$ cat config.mk
export PLATFORM = sky130hd
export DESIGN_NAME = uart_tx_framer
export DESIGN_NICKNAME = d
export VERILOG_FILES = /design/src/rtl/uart_tx_framer.sv
export SDC_FILE = /design/constraint.sdc
export NUM_CORES = 1
export LEC_CHECK = 0
export ABC_AREA = 1
export BUFFER_PORTS_ARGS = -buffer_cell sky130_fd_sc_hd__buf_2
export CELL_PAD_IN_SITES_DETAIL_PLACEMENT = 1
export CELL_PAD_IN_SITES_GLOBAL_PLACEMENT = 1
export CORE_MARGIN = 2
export CORE_UTILIZATION = 44
export DETAILED_ROUTE_END_ITERATION = 6
export PLACE_DENSITY_LB_ADDON = 0.1
export SLEW_MARGIN = 10
export SYNTH_ARGS = -nofsm -noshare
export SYNTH_HDL_FRONTEND = slang
export SYNTH_SLANG_ARGS = --single-unit
$ cat constraint.sdc
create_clock -name clk -period 2.1 [get_ports clk]
set_clock_uncertainty 0.05 [all_clocks]
set_input_delay 0.21 -clock clk [delete_from_list [all_inputs] [get_ports clk]]
set_output_delay 0.21 -clock clk [all_outputs]
set_load 0.01 [all_outputs]
$ cat src/rtl/uart_tx_framer.sv
// uart_tx_framer: wraps the cmd_encoder byte stream (ADDR, LEN, PAYLOAD...) into
// SYNC/ADDR/LEN/PAYLOAD/CSUM frames for the uart transmitter. A single output
// register sits between the encoder and the uart. A stall inside a frame aborts it.
module uart_tx_framer #(
  parameter logic [7:0] SYNC_BYTE = 8'h5A,
  parameter bit         USE_SYNC  = 1'b1,
  parameter int         TIMEOUT   = 4800,
  parameter int         TO_W      = 16
) (
  input  logic       clk,
  input  logic       rst,
  input  logic [7:0] s_data,
  input  logic       s_valid,
  output logic       s_ready,
  output logic [7:0] m_data,
  output logic       m_valid,
  input  logic       m_ready,
  output logic       busy,
  output logic       frame_done,
  output logic       timeout_err
);

  typedef enum logic [2:0] {IDLE, ADDR, LEN, PAYLOAD, CSUM, CDONE} state_t;

  // Limit value for the idle counter; only meaningful when TIMEOUT != 0.
  localparam logic [TO_W-1:0] TO_LIM = TO_W'((TIMEOUT > 0) ? TIMEOUT - 1 : 0);

  state_t          state;
  logic [7:0]      sum;
  logic [7:0]      len_cnt;
  logic [TO_W-1:0] to_cnt;

  logic free, accept, in_body, to_hit;

  // Output slot can take a new byte when empty or draining this cycle.
  assign free    = !m_valid || m_ready;
  assign s_ready = free && (state == ADDR || state == LEN || state == PAYLOAD);
  assign accept  = s_valid && s_ready;
  // Only LEN and PAYLOAD wait on the encoder mid-message, so only they can time out.
  assign in_body = (state == LEN) || (state == PAYLOAD);
  // An accept on the limit cycle wins over the abort.
  assign to_hit  = (TIMEOUT != 0) && in_body && !accept && (to_cnt == TO_LIM);
  assign busy    = (state != IDLE);

  // Framing FSM, output register, checksum, length and idle counters.
  always_ff @(posedge clk or posedge rst) begin
    if (rst) begin
      state       <= IDLE;
      m_data      <= 8'h00;
      m_valid     <= 1'b0;
      sum         <= 8'h00;
      len_cnt     <= 8'h00;
      to_cnt      <= '0;
      frame_done  <= 1'b0;
      timeout_err <= 1'b0;
    end else begin
      frame_done  <= 1'b0;
      timeout_err <= 1'b0;

      // Drop the byte once the uart has taken it; a new load below overrides.
      if (m_valid && m_ready) m_valid <= 1'b0;

      // Accepted input bytes go straight into the output slot.
      if (accept) begin
        m_data  <= s_data;
        m_valid <= 1'b1;
      end

      // Idle counter only runs while waiting on the encoder mid-message.
      if (accept || !in_body || to_hit) to_cnt <= '0;
      else                              to_cnt <= to_cnt + 1'b1;

      case (state)
        IDLE: begin
          if (USE_SYNC) begin
            // SYNC is generated locally; the pending input byte stays put.
            if (s_valid && free) begin
              m_data  <= SYNC_BYTE;
              m_valid <= 1'b1;
              state   <= ADDR;
            end
          end else if (s_valid) begin
            state <= ADDR;
          end
        end
        ADDR: begin
          if (accept) begin
            sum   <= s_data;
            state <= LEN;
          end
        end
        LEN: begin
          if (accept) begin
            sum     <= sum + s_data;
            len_cnt <= s_data;
            state   <= (s_data == 8'h00) ? CSUM : PAYLOAD;
          end else if (to_hit) begin
            timeout_err <= 1'b1;
            sum         <= 8'h00;
            state       <= IDLE;
          end
        end
        PAYLOAD: begin
          if (accept) begin
            sum     <= sum + s_data;
            len_cnt <= len_cnt - 8'd1;
            if (len_cnt == 8'd1) state <= CSUM;
          end else if (to_hit) begin
            timeout_err <= 1'b1;
            sum         <= 8'h00;
            state       <= IDLE;
          end
        end
        CSUM: begin
          if (free) begin
            m_data  <= sum;
            m_valid <= 1'b1;
            state   <= CDONE;
          end
        end
        CDONE: begin
          // m_valid here is the checksum byte; the frame ends on its handshake.
          if (m_valid && m_ready) begin
            frame_done <= 1'b1;
            state      <= IDLE;
          end
        end
        default: state <= IDLE;
      endcase
    end
  end

endmodule

### Word level (Yosys, flattened, before mapping)

Cells that the tools add are included.

| word-level totals | value |
|---|---|
| register bits after elaboration | 46 |

| cells by class | value |
|---|---|
| add/sub/neg operators | 3 |
| multiplexer cells | 31 |
| eq/ne operators | 15 |
| reduce and logical (&&, ||, !) cells | 24 |

Operators by type and width:

| operator | count |
|---|---|
| 2-to-1 mux 8 bit | 7 |
| one-hot mux 8 bit (2 select lines) | 3 |
| 2-to-1 mux 3 bit | 9 |
| one-hot mux 3 bit (6 select lines) | 1 |
| adder 16 x 1 -> 16 bit, second input constant | 1 |
| equality test 16 x 13 -> 1 bit, second input constant | 1 |
| 2-to-1 mux 16 bit | 1 |
| inequality test 2 bit, second input constant | 6 |
| 2-to-1 mux 1 bit | 9 |
| adder 8 bit | 1 |
| equality test 8 x 1 -> 1 bit, second input constant | 1 |
| logical NOT 8 bit | 1 |
| subtractor 8 x 1 -> 8 bit, second input constant | 1 |
| equality test 3 x 2 -> 1 bit, second input constant | 2 |
| equality test 3 bit, second input constant | 2 |
| logical AND 1 bit | 6 |
| logical OR 1 bit | 6 |
| AND reduction 3 bit | 2 |
| AND reduction 5 bit | 1 |
| nonzero test 2 bit | 2 |
| equality test 3 x 1 -> 1 bit, second input constant | 1 |
| logical NOT 1 bit | 3 |
| logical NOT 3 bit | 1 |
| inequality test 3 x 1 -> 1 bit, second input constant | 1 |
| 4 further kinds | 4 |

### Logic depth before layout (Yosys ltp)

| logic depth | value |
|---|---|
| depth in word-level cells | 11 |
| depth in mapped cells | 12 |

### Worst setup path after synthesis

No wires, ideal clock.

| timing path | value |
|---|---|
| path type | register to register |
| start | register sum[0] |
| end | register sum[4] |
| data arrival time | 1.456 ns |
| path buffers | 0 |
| setup time | 0.065 ns |
| data required time | 1.985 ns |
| stages on the path, launching flop included | 10 |
| slack | 0.529 ns |
| cells stage by stage | dfrtp_1 > ha_1 > fa_1 > nand3_1 > nand2_1 > nand2_1 > nand2_1 > o21ai_0 > nand2_1 > nand2_1 |

| on the way | value |
|---|---|
| cells in the longest elaborated chain, start to end | 3 |

Ends and longest elaborated chain:

| what | RTL line | source |
|---|---|---|
| start: declaration | 29 | `logic [7:0] sum;` |
| start signal: assignment | 88 | `sum <= s_data;` |
| start signal: assignment | 94 | `sum <= sum + s_data;` |
| start signal: assignment | 105 | `sum <= sum + s_data;` |
| adder 8 bit | 94, 105 |  |
| 2-to-1 mux 8 bit | 104 | `if (accept) begin` |
| one-hot mux 8 bit (2 select lines) | 73 | `case (state)` |

No other way between the ends.
A chain may end at the register's enable or synchronous reset.

### Final worst setup path

| timing path | value |
|---|---|
| start | register to_cnt[0] |
| end | register sum[6] |

| on the way | value |
|---|---|
| cells in the longest elaborated chain, start to end | 4 |

Ends and longest elaborated chain:

| what | RTL line | source |
|---|---|---|
| start: declaration | 31 | `logic [TO_W-1:0] to_cnt;` |
| start signal: assignment | 71 | `else to_cnt <= to_cnt + 1'b1;` |
| equality test 16 x 13 -> 1 bit | 42 | `assign to_hit = (TIMEOUT != 0) && in_body && !accept && (to_cnt == TO_LIM);` |
| logical AND 1 bit | 42 |  |
| inequality test 3 x 1 -> 1 bit (no source line) | - |  |
| AND reduction 3 bit (no source line) | - |  |

No other way between the ends.

==> impl_metrics.toml <==
[placed_design]
place.gp.congestion = 0.8345
dpl_worst_slack_ps = 243.6
numPortBuffers = 24
hpwl_um = 6488

[synthesis]
async_flop_share = 1.000
syn-mean-instance-area_um2 = 7.315
ys_warn_count = 0
synth_edf_count = 0
ys_ff_latch = 46
synth_ff_type = "dfrtp_1"
synth_common_cells = "nand2_1, nor2_1, dfrtp_1"
synth_area_um2 = 2999
synth_nets = 433
yosysMostFrequentCell = "nand2_1"
postSynthCellCount = 410
synth_area_leader_cell = "dfrtp_1"
ys_seq_area_frac = 0.3838
synth_top_cell_area_share = 0.3838
yosys-top-cells-area = "dfrtp_1, nand2_1, nor2_1"
ys_types = 40

[clock_network]
clock_sinks = 46
htree_levels = 2
root_buffer = "clkbuf_8"
ctsLongestPathBuffers = 2
cts_tree = "built"
cts_made_buffers = 5
cts.clk_slew.worst_paths_ps = 80
clk_latency_ps = 300
post-cts-setup-buffers = 0

[flow_run]
maxCapViolations = 0

[routing]
wl_per_cell_um = 15.42
drc = 0
routed_wl_um = 8047
ant_nets = 0
avgViaCountPerCell = 5.381
vias = 2809
drt_iter0_markers = 85
first_pass_iters = 4

[sta]
drv_slew = 0
period_needed_ps = 1851
setup_tns_ps = 0
fin_crit_sh = 0.8812
finalSetupViolations = 0
slew_headroom = 0.7078
max_freq_mhz = 540.4
worst_slew_pin_slew_ps = 437.7
rsz0062_at_grt = "no"
hold_viol = 0
setup_ws_ps = 249.5

[die]
die_y_um = 86.56
io_pins = 25
fp.coreArea_um2 = 6681
start_util = 0.4489
rows = 30
die-area_um2 = 7493
die_w_um = 86.56

[final_layout]
nets = 466
drive_gt1_frac = 0.1516
fillers = 892
n_antenna_cell = 0
syn_to_final_growth_pct = 11.01

[worst_hold_path]
min_path_type = "in2reg"
min_from = "m_ready"
holdPathEnd = "frame_done"
hold_depth = 3

[pwr]
power_density_nw_per_um2 = 1175
combPwrFrac = 0.507
power_frac_clock = 0.140
total_power_mw = 3.913
p_leak_nw = 1.569
swShare = 0.4576
ir_drop_v = 0.0004684
pwr-share-seq = 0.353
p_int_mw = 2.122
p_switching_mw = 1.790

[global_routing]
grt_overflow = 0
grt_start_max_net_pins = 30
antenna_found_initial = 0
grt_pass1_vias = 2948
grt_pass1_wl_um = 14260
grtUsageTotal = 0.2400

[critical_path]
cp_data_required_time_ps = 2240
cp-end-kind = "flip-flop"
cp-start-kind = "flip-flop"
reg2regPathDepth = 12
crit_fanout = 16
arrival_ps = 1990
r2r-end = "sum[6]"
ff2ff_setup_slack_ps = 250
r2r-start = "to_cnt[0]"
path_class = "reg2reg"

[status]
status = "finished clean"
-- critical path: stages, from the launching register on --
cell and delay, ps:
dfrtp_1 410, ha_1 230, nand2_1 80, inv_2 70, nand2_2 80, nor2_4 130, nand2_2 80, nand2_4 180
nand2_4 120, inv_6 110, nand2_2 40, nor2_1 100, nor2_1 50
-- worst max-delay path by stage --
stage,from,endpoint,cells past startpoint
3_5_place_dp,to_cnt[0],sum[6],12
5_1_grt,to_cnt[0],sum[6],12
3_3_place_gp,to_cnt[0],sum[5],12
2_1_floorplan,sum[0],sum[4],9
6_report,to_cnt[0],sum[6],12
4_1_cts,to_cnt[0],sum[6],12
-- cells in the final DEF (no fill, tap or decap), types with 2 or more instances in the layout --
cell type | synthesis | routed
nand3_1 | 22 | 22
xor2_1 | 6 | 6
nor2_1 | 68 | 68
nand2_2 | 7 | 7
ha_1 | 10 | 10
nand4_1 | 6 | 6
o21ai_0 | 28 | 28
o211ai_1 | 2 | 2
a21oi_1 | 16 | 16
nand2_1 | 99 | 99
nor2_4 | 3 | 3
a22oi_1 | 2 | 2
buf_4 | 2 | 6
o31ai_1 | 2 | 2
nor2_2 | 2 | 2
nor3_1 | 8 | 8
nor3_2 | 2 | 2
nor4_1 | 3 | 3
o22ai_1 | 4 | 4
nand2_4 | 4 | 4
a31oi_1 | 3 | 3
xnor2_1 | 2 | 2
inv_2 | 7 | 8
buf_2 | 2 | 24
clkbuf_8 | 0 | 6
nor3b_1 | 2 | 2
dfrtp_1 | 46 | 46
inv_1 | 38 | 37
-- through the flow --
| stage | hold slack, ps | cell area [um^2] | utilization | std cells |
|---|---|---|---|---|
| 2_1_floorplan | 293.3 | 2999 | - | 410 |
| 3_3_place_gp | 191.3 | 3237 | 0.4845 | 515 |
| 3_5_place_dp | 193.4 | 3237 | 0.4845 | 515 |
| 4_1_cts | 122.8 | 3329 | 0.4983 | 522 |
| 5_1_grt | 141.3 | 3329 | 0.4983 | 522 |
| 6_report | 132.5 | 3329 | 0.4983 | 522 |
-- routing by layer --
| metal | GRT usage | wire (um) | vias to the layer above |
|---|---|---|---|
| met5 | 0 | 0 | - |
| met4 | 0.06250 | 148 | 0 |
| met3 | 0.03238 | 160 | 12 |
| met2 | 0.4301 | 4091 | 33 |
| met1 | 0.3036 | 3647 | 1363 |
| li1 | - | - | 1401 |
-- power groups by stage --
stage	combinational, mW	sequential [mW]	clock (mW)
after global placement	1.94	1.39	0
after CTS	2.01	1.38	0.567
after global routing	2.29	1.43	0.592
final	1.98	1.38	0.548
after detailed placement	1.99	1.40	0
after floorplan	1.50	1.35	0
-- layout make-up --
| class | instances | area [um^2] | share of cell area |
|---|---|---|---|
| multi-input cells | 312 | 1623 | 0.4874 |
| flip-flops and latches | 46 | 1151 | 0.3457 |
| repair buffers | 32 | 195.2 | 0.05862 |
| inverters | 46 | 177.7 | 0.05336 |
| well taps | 80 | 100.1 | 0.03006 |
| clock buffers | 6 | 82.58 | 0.02480 |
-- kinds of logic after synthesis --
group,count (synthesis),synth area share
flops,46,0.3838
xor+xnor,8,0.02336
fa+ha+maj,11,0.04839
buf+inv,52,0.07510
simple gates,229,0.3413
compound gates,64,0.1281
-- timing repair --
item,in CTS,in global routing
endpoints found under the hold margin,17,0
hold buffers,1,0
gates resized for setup,0,0
-- state kept, by name, summed over array words and instances (netlist names) --
name,cells
frame_done,1
len_cnt,8
m_data,8
m_valid,1
state,3
sum,8
timeout_err,1
to_cnt,16
(Power assumes the default switching activity.)
